<file path="config.mk">
export PLATFORM = sky130hd
export DESIGN_NAME = alu_ctrl_fsm
export DESIGN_NICKNAME = d
export VERILOG_FILES = /design/src/rtl/alu_ctrl_fsm.sv
export SDC_FILE = /design/constraint.sdc
export NUM_CORES = 1
export LEC_CHECK = 0
export BUFFER_PORTS_ARGS = -buffer_cell sky130_fd_sc_hd__buf_4
export CORE_MARGIN = 2
export CORE_UTILIZATION = 47
export CTS_CLUSTER_SIZE = 40
export DETAILED_ROUTE_END_ITERATION = 12
export PLACE_DENSITY = 0.85
export SLEW_MARGIN = 40
export SYNTH_ARGS = -nofsm -noshare
export SYNTH_HDL_FRONTEND = slang
export SYNTH_SLANG_ARGS = --single-unit
export TNS_END_PERCENT = 20
</file>
<file path="constraint.sdc">
create_clock -name clk -period 2.2 [get_ports clk]
set_input_delay 0.11 -clock clk [delete_from_list [all_inputs] [get_ports clk]]
set_output_delay 0.11 -clock clk [all_outputs]
set_load 0.005 [all_outputs]
</file>
<file path="src/rtl/alu_ctrl_fsm.sv">
// Multi-cycle CPU control unit: sequences fetch/decode/execute/mem/writeback
// and drives the ALU function code plus every datapath strobe.
module alu_ctrl_fsm #(
    parameter logic [3:0] RESET_STATE = 4'd0
) (
    input  logic       clk,
    input  logic       rst_n,
    input  logic [5:0] opcode,
    input  logic [5:0] funct,
    input  logic       zero,
    input  logic       mem_ready,
    output logic [5:0] alu_f,
    output logic       alu_src_a,
    output logic [1:0] alu_src_b,
    output logic [1:0] pc_src,
    output logic       pc_write,
    output logic       pc_write_cond,
    output logic       i_or_d,
    output logic       mem_read,
    output logic       mem_write,
    output logic       ir_write,
    output logic       mem_to_reg,
    output logic       reg_dst,
    output logic       reg_write,
    output logic       illegal,
    output logic [3:0] state
);

    typedef enum logic [3:0] {
        S_FETCH  = 4'd0,
        S_DECODE = 4'd1,
        S_MEMADR = 4'd2,
        S_MEMRD  = 4'd3,
        S_MEMWB  = 4'd4,
        S_MEMWR  = 4'd5,
        S_EXEC   = 4'd6,
        S_ALUWB  = 4'd7,
        S_BRANCH = 4'd8,
        S_IEXEC  = 4'd9,
        S_JUMP   = 4'd10,
        S_IWB    = 4'd11
    } state_t;

    localparam logic [5:0] F_AND = 6'h00;
    localparam logic [5:0] F_OR  = 6'h01;
    localparam logic [5:0] F_ADD = 6'h02;
    localparam logic [5:0] F_XOR = 6'h05;
    localparam logic [5:0] F_MUL = 6'h06;
    localparam logic [5:0] F_SLL = 6'h07;
    localparam logic [5:0] F_SUB = 6'h0A;
    localparam logic [5:0] F_SLT = 6'h0B;
    localparam logic [5:0] F_SRL = 6'h17;
    localparam logic [5:0] F_SRA = 6'h27;

    localparam logic [5:0] OP_R    = 6'h00;
    localparam logic [5:0] OP_J    = 6'h02;
    localparam logic [5:0] OP_BEQ  = 6'h04;
    localparam logic [5:0] OP_ADDI = 6'h08;
    localparam logic [5:0] OP_ANDI = 6'h0C;
    localparam logic [5:0] OP_ORI  = 6'h0D;
    localparam logic [5:0] OP_LW   = 6'h23;
    localparam logic [5:0] OP_SW   = 6'h2B;

    state_t st_q;
    state_t st_d;

    logic       op_ld;
    logic       op_st;
    logic       op_r;
    logic       op_beq;
    logic       op_imm;
    logic       op_j;
    logic       r_ok;
    logic [5:0] r_f;
    logic [5:0] i_f;
    state_t     dec_nxt;
    logic       dec_bad;

    assign op_ld  = (opcode == OP_LW);
    assign op_st  = (opcode == OP_SW);
    assign op_r   = (opcode == OP_R);
    assign op_beq = (opcode == OP_BEQ);
    assign op_j   = (opcode == OP_J);
    assign op_imm = (opcode == OP_ADDI) |
                    (opcode == OP_ANDI) |
                    (opcode == OP_ORI);

    // R-type funct to ALU function code
    always_comb begin
        r_ok = 1'b1;
        r_f  = F_ADD;
        case (funct)
            6'h20:   r_f = F_ADD;
            6'h22:   r_f = F_SUB;
            6'h24:   r_f = F_AND;
            6'h25:   r_f = F_OR;
            6'h26:   r_f = F_XOR;
            6'h2A:   r_f = F_SLT;
            6'h18:   r_f = F_MUL;
            6'h00:   r_f = F_SLL;
            6'h02:   r_f = F_SRL;
            6'h03:   r_f = F_SRA;
            default: r_ok = 1'b0;
        endcase
    end

    always_comb begin
        i_f = F_ADD;
        case (opcode)
            OP_ANDI: i_f = F_AND;
            OP_ORI:  i_f = F_OR;
            default: i_f = F_ADD;
        endcase
    end

    always_comb begin
        dec_nxt = S_FETCH;
        dec_bad = 1'b0;
        unique case (1'b1)
            op_ld | op_st: dec_nxt = S_MEMADR;
            op_r & r_ok:   dec_nxt = S_EXEC;
            op_beq:        dec_nxt = S_BRANCH;
            op_imm:        dec_nxt = S_IEXEC;
            op_j:          dec_nxt = S_JUMP;
            default:       dec_bad = 1'b1;
        endcase
    end

    always_ff @(posedge clk or negedge rst_n) begin
        if (!rst_n) begin
            st_q <= state_t'(RESET_STATE);
        end else begin
            st_q <= st_d;
        end
    end

    // Outputs are a pure decode of the state register; only the
    // memory handshake and the decode result gate individual strobes.
    always_comb begin
        st_d          = st_q;
        alu_f         = F_ADD;
        alu_src_a     = 1'b0;
        alu_src_b     = 2'd0;
        pc_src        = 2'd0;
        pc_write      = 1'b0;
        pc_write_cond = 1'b0;
        i_or_d        = 1'b0;
        mem_read      = 1'b0;
        mem_write     = 1'b0;
        ir_write      = 1'b0;
        mem_to_reg    = 1'b0;
        reg_dst       = 1'b0;
        reg_write     = 1'b0;
        illegal       = 1'b0;
        case (st_q)
            S_FETCH: begin
                mem_read  = 1'b1;
                alu_src_b = 2'd1;
                ir_write  = mem_ready;
                pc_write  = mem_ready;
                if (mem_ready) begin
                    st_d = S_DECODE;
                end
            end
            S_DECODE: begin
                alu_src_b = 2'd3;
                illegal   = dec_bad;
                st_d      = dec_nxt;
            end
            S_MEMADR: begin
                alu_src_a = 1'b1;
                alu_src_b = 2'd2;
                st_d      = op_ld ? S_MEMRD : S_MEMWR;
            end
            S_MEMRD: begin
                mem_read = 1'b1;
                i_or_d   = 1'b1;
                if (mem_ready) begin
                    st_d = S_MEMWB;
                end
            end
            S_MEMWB: begin
                reg_write  = 1'b1;
                mem_to_reg = 1'b1;
                st_d       = S_FETCH;
            end
            S_MEMWR: begin
                mem_write = 1'b1;
                i_or_d    = 1'b1;
                if (mem_ready) begin
                    st_d = S_FETCH;
                end
            end
            S_EXEC: begin
                alu_src_a = 1'b1;
                alu_f     = r_f;
                st_d      = S_ALUWB;
            end
            S_ALUWB: begin
                reg_write = 1'b1;
                reg_dst   = 1'b1;
                st_d      = S_FETCH;
            end
            S_BRANCH: begin
                alu_src_a     = 1'b1;
                alu_f         = F_SUB;
                pc_write_cond = 1'b1;
                pc_src        = 2'd1;
                st_d          = S_FETCH;
            end
            S_IEXEC: begin
                alu_src_a = 1'b1;
                alu_src_b = 2'd2;
                alu_f     = i_f;
                st_d      = S_IWB;
            end
            S_IWB: begin
                reg_write = 1'b1;
                st_d      = S_FETCH;
            end
            S_JUMP: begin
                pc_write = 1'b1;
                pc_src   = 2'd2;
                st_d     = S_FETCH;
            end
            default: begin
                st_d = S_FETCH;
            end
        endcase
    end

    assign state = st_q;

endmodule

</file>
# After elaboration in Yosys (flattened, before gate mapping)
# Cells that the tools add are included.
[classes]
muxes = 24
reduce_logical = 11
n_bitwise = 4
eq_ne = 30
[ops]
columns = ["cell", "n"]
rows = [
  ["$pmux W6 S9", 1],
  ["$eq A6 B6 Y1 const B", 8],
  ["$pmux W4 S7", 1],
  ["$pmux W4 S5", 1],
  ["$eq A6 B2 Y1 const B", 3],
  ["$eq A6 B4 Y1 const B", 3],
  ["$pmux W6 S3", 1],
  ["$eq A4 B3 Y1 const B", 4],
  ["$eq A4 B4 Y1 const B", 4],
  ["$logic_not A6 Y1", 2],
  ["$mux W1", 12],
  ["$mux W4", 3],
  ["$reduce_or A10 Y1", 1],
  ["$eq A4 B2 Y1 const B", 2],
  ["$pmux W2 S2", 2],
  ["$eq A6 B3 Y1 const B", 1],
  ["$eq A6 B5 Y1 const B", 1],
  ["$ne A2 B2 Y1 const B", 3],
  ["$pmux W2 S3", 1],
  ["$reduce_or A2 Y1", 3],
  ["$reduce_or A5 Y1", 1],
  ["$eq A4 B1 Y1 const B", 1],
  ["$logic_not A4 Y1", 1],
  ["$reduce_or A4 Y1", 1],
  ["6 further kinds", 8],
]
[word_totals]
in_bits = 16
output_inout_bits = 25
regBits = 4

# Logic depth before layout (Yosys ltp)
# Gate-level depths: netlist of the first run.
[logic_depth]
word_depth = 7
ltp_mapped = 5
ltp_nobuf = 4

# Worst setup path after synthesis of the first run
# OpenSTA, ideal clock, no wires.
[synth_timing]
path_kind = "reg2out"
start = "reg st_q[0], in the netlist state[0]"
end = "out alu_f[4]"
arrival_time_ps = 1268
n_path_buf = 0
stages_incl_launch_ff = 4
path_slack_ps = 822
path_cell_list = "dfrtp_1 nand2b_2 or3_4 nor4_1"
[synth_between]
elab_chain_len = 2
elab_cells_between_ends = 4
classes_between = "eq/ne: 3; mux: 1"
[synth_lines]
columns = ["element", "line_no", "text"]
rows = [
  ["from (decl)", "64", "state_t st_q;"],
  ["from (signal assigned)", "131", "st_q <= state_t'(RESET_STATE);"],
  ["from (signal assigned)", "133", "st_q <= st_d;"],
  ["$eq A4 B4 Y1 or $eq A4 B3 Y1 (tied branches)", "155", "case (st_q)"],
  ["$pmux W6 S3 *", "155", ""],
  ["to (decl)", "12", "output logic [5:0] alu_f,"],
]
# Mark *: on every way between the ends. The rest lies on a longest branch, timed or not.

# Final worst setup path of the first run
[layout_timing]
start = "reg st_q[3], in the netlist state[3]"
end = "out alu_f[4]"
# Same word-level chain as after synthesis.

==> reports/results.ini, run 1 <==
[status]
status = finished clean

[timing]
finClkSkew_ns = 0.00354
drv_slew = 0
setup_viol = 0
finalHoldViolCount = 0
finalCritPeriodShare_pct = 90.9
max_freq_mhz = 500
rsz0062_at_grt = false
hold_ws_ns = 0.223
tightest_slew_ns = 0.429
post-route-min-period_ns = 2.00
max_slew_margin_pct = 71.0
fin_setup_tns_ns = 0

[cts]
clk_path_buf_depth = 2
htreeDepth = 1
clock_latency_ns = 0.23
tritoncts = yes
cts_root_buf = clkbuf_4
path_clk_slew_ns = 0.04
cts_buffers = 3
clock_sinks = 4

[cells_and_area]
fin_cells = 164
drive_above_1_share_pct = 35.8
areaGrowthSynthToFinish_pct = 44.7
regArea_um2 = 101
largest_reg_flops = 4
multi_input_area_um2 = 569
fillCellCount = 126
final_core_util_pct = 71.3
stdcell_area_mm2 = 0.00106
antenna_cells_inserted = 0
nets = 166

[yosys]
ys_ff_latch = 4
syn_inst = 109
synth_area_um2 = 733
yosysTopAreaCell = dfrtp_1
synthTopCellsByArea = dfrtp_1 (14%), a21oi_1 (6.8%), nor3_1 (5.5%)
ys_types = 42
synthFlopType = dfrtp_1
synth_area_per_cell_um2 = 6.73
synth_commonest_cells = a21oi_1 (10), nor2_1 (10), inv_1 (8), nor3_1 (8), nand2_1 (7)
async_flop_share_pct = 100
yosysWarnings = 0
synth_nets = 125
synth_edf_count = 0
synth_top_area_share_pct = 13.7
seq_area_frac_synth_pct = 13.7

[critical_path]
worst_path_max_delay_cell = dfrtp_1
worst_setup_path_start_kind = flip-flop
crit_type = flip-flop to output pin
required_ns = 2.09
end_kind = output pin
crit_fanout = 14
crit_chain = nand2b_1 -> or3_4 -> nor4_1 -> buf_4
ff2ff_path_depth = 5
critPathMaxStageDelay_ns = 0.51
cp.arrival_ns = 1.89

[pwr]
p_leak_nw = 0.461
ir_worst_vdd_mv = 0.663
power.density_mw_per_mm2 = 663

[grt]
grt_pass1_wl_mm = 3.76
overflow = 0
grt_pass1_vias = 871
track_usage_pct = 25.9
antenna_found_initial = 0
grt_max_degree = 18

[drt]
antenna_left = 0
wire_per_inst_um = 13.9
drt_iter0_drc = 22
vias_per_cell = 5.93
first_pass_iters = 4
routed_wl_mm = 2.28
vias = 972
drc = 0

[floorplanning]
num_rows = 14
dieArea_mm2 = 0.00189
core_mm2 = 0.00149
io-pin-count = 41
dieHeight_um = 43.5
die_w_um = 43.5
start_util_pct = 49.2

[placed_design]
routabilityCongestion = 0.845
dp_hpwl_mm = 1.79
io_buffers = 39
place_area_mm2 = 0.00103
placedCellCount = 160

[flow_run]
maxCapViolCount = 0

[worst_hold_path]
hold_class = input pin to asynchronous set/reset pin

-- worst max-delay path, delay by kind of cell (launching register included) --
kind | cells | cell delay (ns)
flops | 1 | 0.51
buf+inv | 1 | 0.17
simple gates | 3 | 0.98
-- path summary, 6_finish.rpt --
kind                                        endpoint            startpoint  slack, ns
worst max-delay path                        alu_f[4]  state[3]$_DFFE_PN0P_       0.20
worst min-delay path            state[0]$_DFFE_PN0P_                 rst_n       0.22
worst max register to register  state[1]$_DFFE_PN0P_  state[0]$_DFFE_PN0P_       0.71
worst min register to register  state[3]$_DFFE_PN0P_  state[2]$_DFFE_PN0P_       0.62
max in group asynchronous       state[1]$_DFFE_PN0P_                 rst_n       1.86
min in group clk                state[3]$_DFFE_PN0P_             opcode[4]       0.24
-- logic make-up after synthesis --
| group | count (synthesis) | share of synthesized area (%) |
|---|---|---|
| and+or+nand+nor | 57 | 45.9 |
| AOI/OAI and AO/OA | 31 | 27.6 |
| buffers and inverters | 14 | 8.70 |
| DFF | 4 | 13.7 |
| muxes | 2 | 2.90 |
| xor gates and xnor gates | 1 | 1.19 |
-- through the flow --
stage / setup WS (ns) / total power (W)
after floorplan: 0.822 / 0.000383
after global placement: 0.438 / 0.000598
after detailed placement: 0.396 / 0.000611
after CTS: 0.144 / 0.000709
after global routing: 0.0455 / 0.000756
final: 0.200 / 0.000704
-- routing by layer --
metal  global-route usage, %  share of wire, %
met4                    9.09                 0
met3                    2.50               4.3
met2                    48.1                53
met1                    30.6                43
met5                       0                 0
-- power breakdown --
part           internal, W  switching, W
Clock            0.0000609     0.0000285
Combinational     0.000258      0.000217
Sequential       0.0000926     0.0000469
Total             0.000411      0.000292
-- final cells by class --
type	count	area share [%]
multi-input cells	91	53.7
clock buffers	3	2.12
flip-flops and latches	4	9.55
inverters	8	2.83
well taps	16	1.89
repair buffers	42	30.0
-- layout by cell type (no fill, tap or decap), types with 2 or more instances in the layout --
cell and n:
nor4b_1 3, nand2_1 7, dfrtp_1 3, clkbuf_4 3, nand4_1 2, nor4_1 4, o2111ai_1 2, a21oi_1 10
and3_1 2, o21ai_0 6, a211oi_1 3, inv_1 8, or2_2 3, nor2_1 10, nand2b_1 6, nand3b_1 2
nor3_1 8, buf_4 41
-- timing repair --
action / 4_1_cts / 5_1_grt
setup buffers: 0 / 0
hold buffers: 1 / 0
hold endpoints to repair: 4 / 0
gates resized for setup: 0 / 1
setup endpoints to repair: 0 / 2
(Power assumes the default switching activity.)
==> inputs of run 2 (changes only) <==
Settings changed: CELL_PAD_IN_SITES_DETAIL_PLACEMENT set to 1, CELL_PAD_IN_SITES_GLOBAL_PLACEMENT set to 2, CORE_UTILIZATION 47 to 23.
==> reports/results.ini, run 2 (synthesis results as in run 1) <==
[status]
status = finished clean

[drt]
antenna_left = 0
drt_iter0_drc = 41
drc = 0
wire_per_inst_um = 14.0
first_pass_iters = 4
routed_wl_mm = 2.72
vias = 995
vias_per_cell = 5.13

[floorplanning]
start_util_pct = 24.0
num_rows = 20
core_mm2 = 0.00305
io-pin-count = 41
dieHeight_um = 60.5
die_w_um = 60.5
dieArea_mm2 = 0.00366

[cts]
cts_hold_buf = 1
clk_path_buf_depth = 2
clock_latency_ns = 0.25
cts_root_buf = clkbuf_4
cts_buffers = 3
post-cts-setup-buffers = 0
tritoncts = yes
post_cts_resized = 0
clock_sinks = 4
path_clk_slew_ns = 0.05
htreeDepth = 1

[pwr]
power_frac_comb_pct = 69.9
power.density_mw_per_mm2 = 656
p_clk_share_pct = 13.6
p_seq_share_pct = 16.5
internal_power_w = 0.000418
ir_worst_vdd_mv = 0.190
p_leak_nw = 0.473
p_switching_w = 0.000310
p_sw_share_pct = 42.6

[cells_and_area]
largest_reg_flops = 4
areaGrowthSynthToFinish_pct = 51.4
antenna_cells_inserted = 0
final_cell_mix = buf_4 (43), a21oi_1 (10), nor2_1 (10), inv_1 (8), nor3_1 (8)
layout_commonest_cell = buf_4
drive_above_1_share_pct = 36.0
nets = 168

[flow_run]
maxCapViolCount = 0

[placed_design]
dp_hpwl_mm = 2.21
routabilityCongestion = 0.827
io_buffers = 39

[critical_path]
required_ns = 2.09
crit_fanout = 6
end_kind = output pin
cp.arrival_ns = 1.81
worst_setup_path_start_kind = flip-flop
crit_type = flip-flop to output pin
ff2ff_path_depth = 5

[timing]
setup_viol = 0
finalHoldViolCount = 0
fin_setup_tns_ns = 0
finClkSkew_ns = 0.0116
max_freq_mhz = 520
hold_ws_ns = 0.201
post-route-min-period_ns = 1.92
drv_slew = 0
rsz0062_at_grt = false
tightest_slew_ns = 0.494
max_slew_margin_pct = 66.6
finalCritPeriodShare_pct = 87.4

[grt]
grt_max_degree = 13
grt_pass1_vias = 938
grt_pass1_wl_mm = 4.30
track_usage_pct = 15.0
antenna_found_initial = 0
overflow = 0

[worst_hold_path]
hold_class = input pin to asynchronous set/reset pin

run 2: layout make-up:
class	instances	area, um^2
Clock buffer	3	22.5
Multi-Input combinational cell	91	569
Fill cell	396	1940
Inverter	8	30.0
Sequential cell	4	100
Timing Repair Buffer	44	333
Tap cell	44	55.1
run 2: critical path, stage by stage, from the launching register on:
cell and delay [ns]:
dfrtp_1 0.43, nand2b_2 0.26, or3_4 0.43, nor4b_2 0.22, nor2_1 0.07, buf_4 0.15
run 2: power by group through the flow:
stage          Combinational [W]   Clock, W  Sequential [W]
2_1_floorplan           0.000272          0        0.000111
3_3_place_gp            0.000506          0        0.000118
3_5_place_dp            0.000512          0        0.000121
4_1_cts                 0.000514  0.0000969        0.000120
5_1_grt                 0.000566   0.000101        0.000123
6_report                0.000509  0.0000987        0.000120
run 2: final timing paths:
kind / start / to / slack, ns
setup / recovery: state[0]$_DFFE_PN0P_ / alu_f[1] / 0.28
hold / removal: rst_n / state[2]$_DFFE_PN0P_ / 0.20
setup reg to reg: state[2]$_DFFE_PN0P_ / state[1]$_DFFE_PN0P_ / 0.71
hold reg to reg: state[2]$_DFFE_PN0P_ / state[3]$_DFFE_PN0P_ / 0.71
max in group asynchronous: rst_n / state[3]$_DFFE_PN0P_ / 1.88
min in group clk: opcode[4] / state[3]$_DFFE_PN0P_ / 0.28
run 2: routing by layer:
| layer | global-route usage, % | vias to the layer above | wire [um] |
|---|---|---|---|
| li1 | - | 490 | - |
| met1 | 20.6 | 469 | 1260 |
| met2 | 25.5 | 34 | 1290 |
| met3 | 0.853 | 2 | 157 |
| met4 | 4.66 | 0 | 21 |
| met5 | 0 | - | 0 |
run 2: metrics by stage:
stage / util (%) / cell area, um^2 / power (W) / setup slack [ns] / std cells
final: 36.4 / 1110 / 0.000728 / 0.277 / 194
after detailed placement: 35.3 / 1080 / 0.000633 / 0.537 / 190
after CTS: 36.4 / 1110 / 0.000731 / 0.277 / 194
after global routing: 36.4 / 1110 / 0.000790 / 0.110 / 194
after global placement: 35.3 / 1080 / 0.000624 / 0.559 / 190
after floorplan: - / 733 / 0.000383 / 0.822 / 109
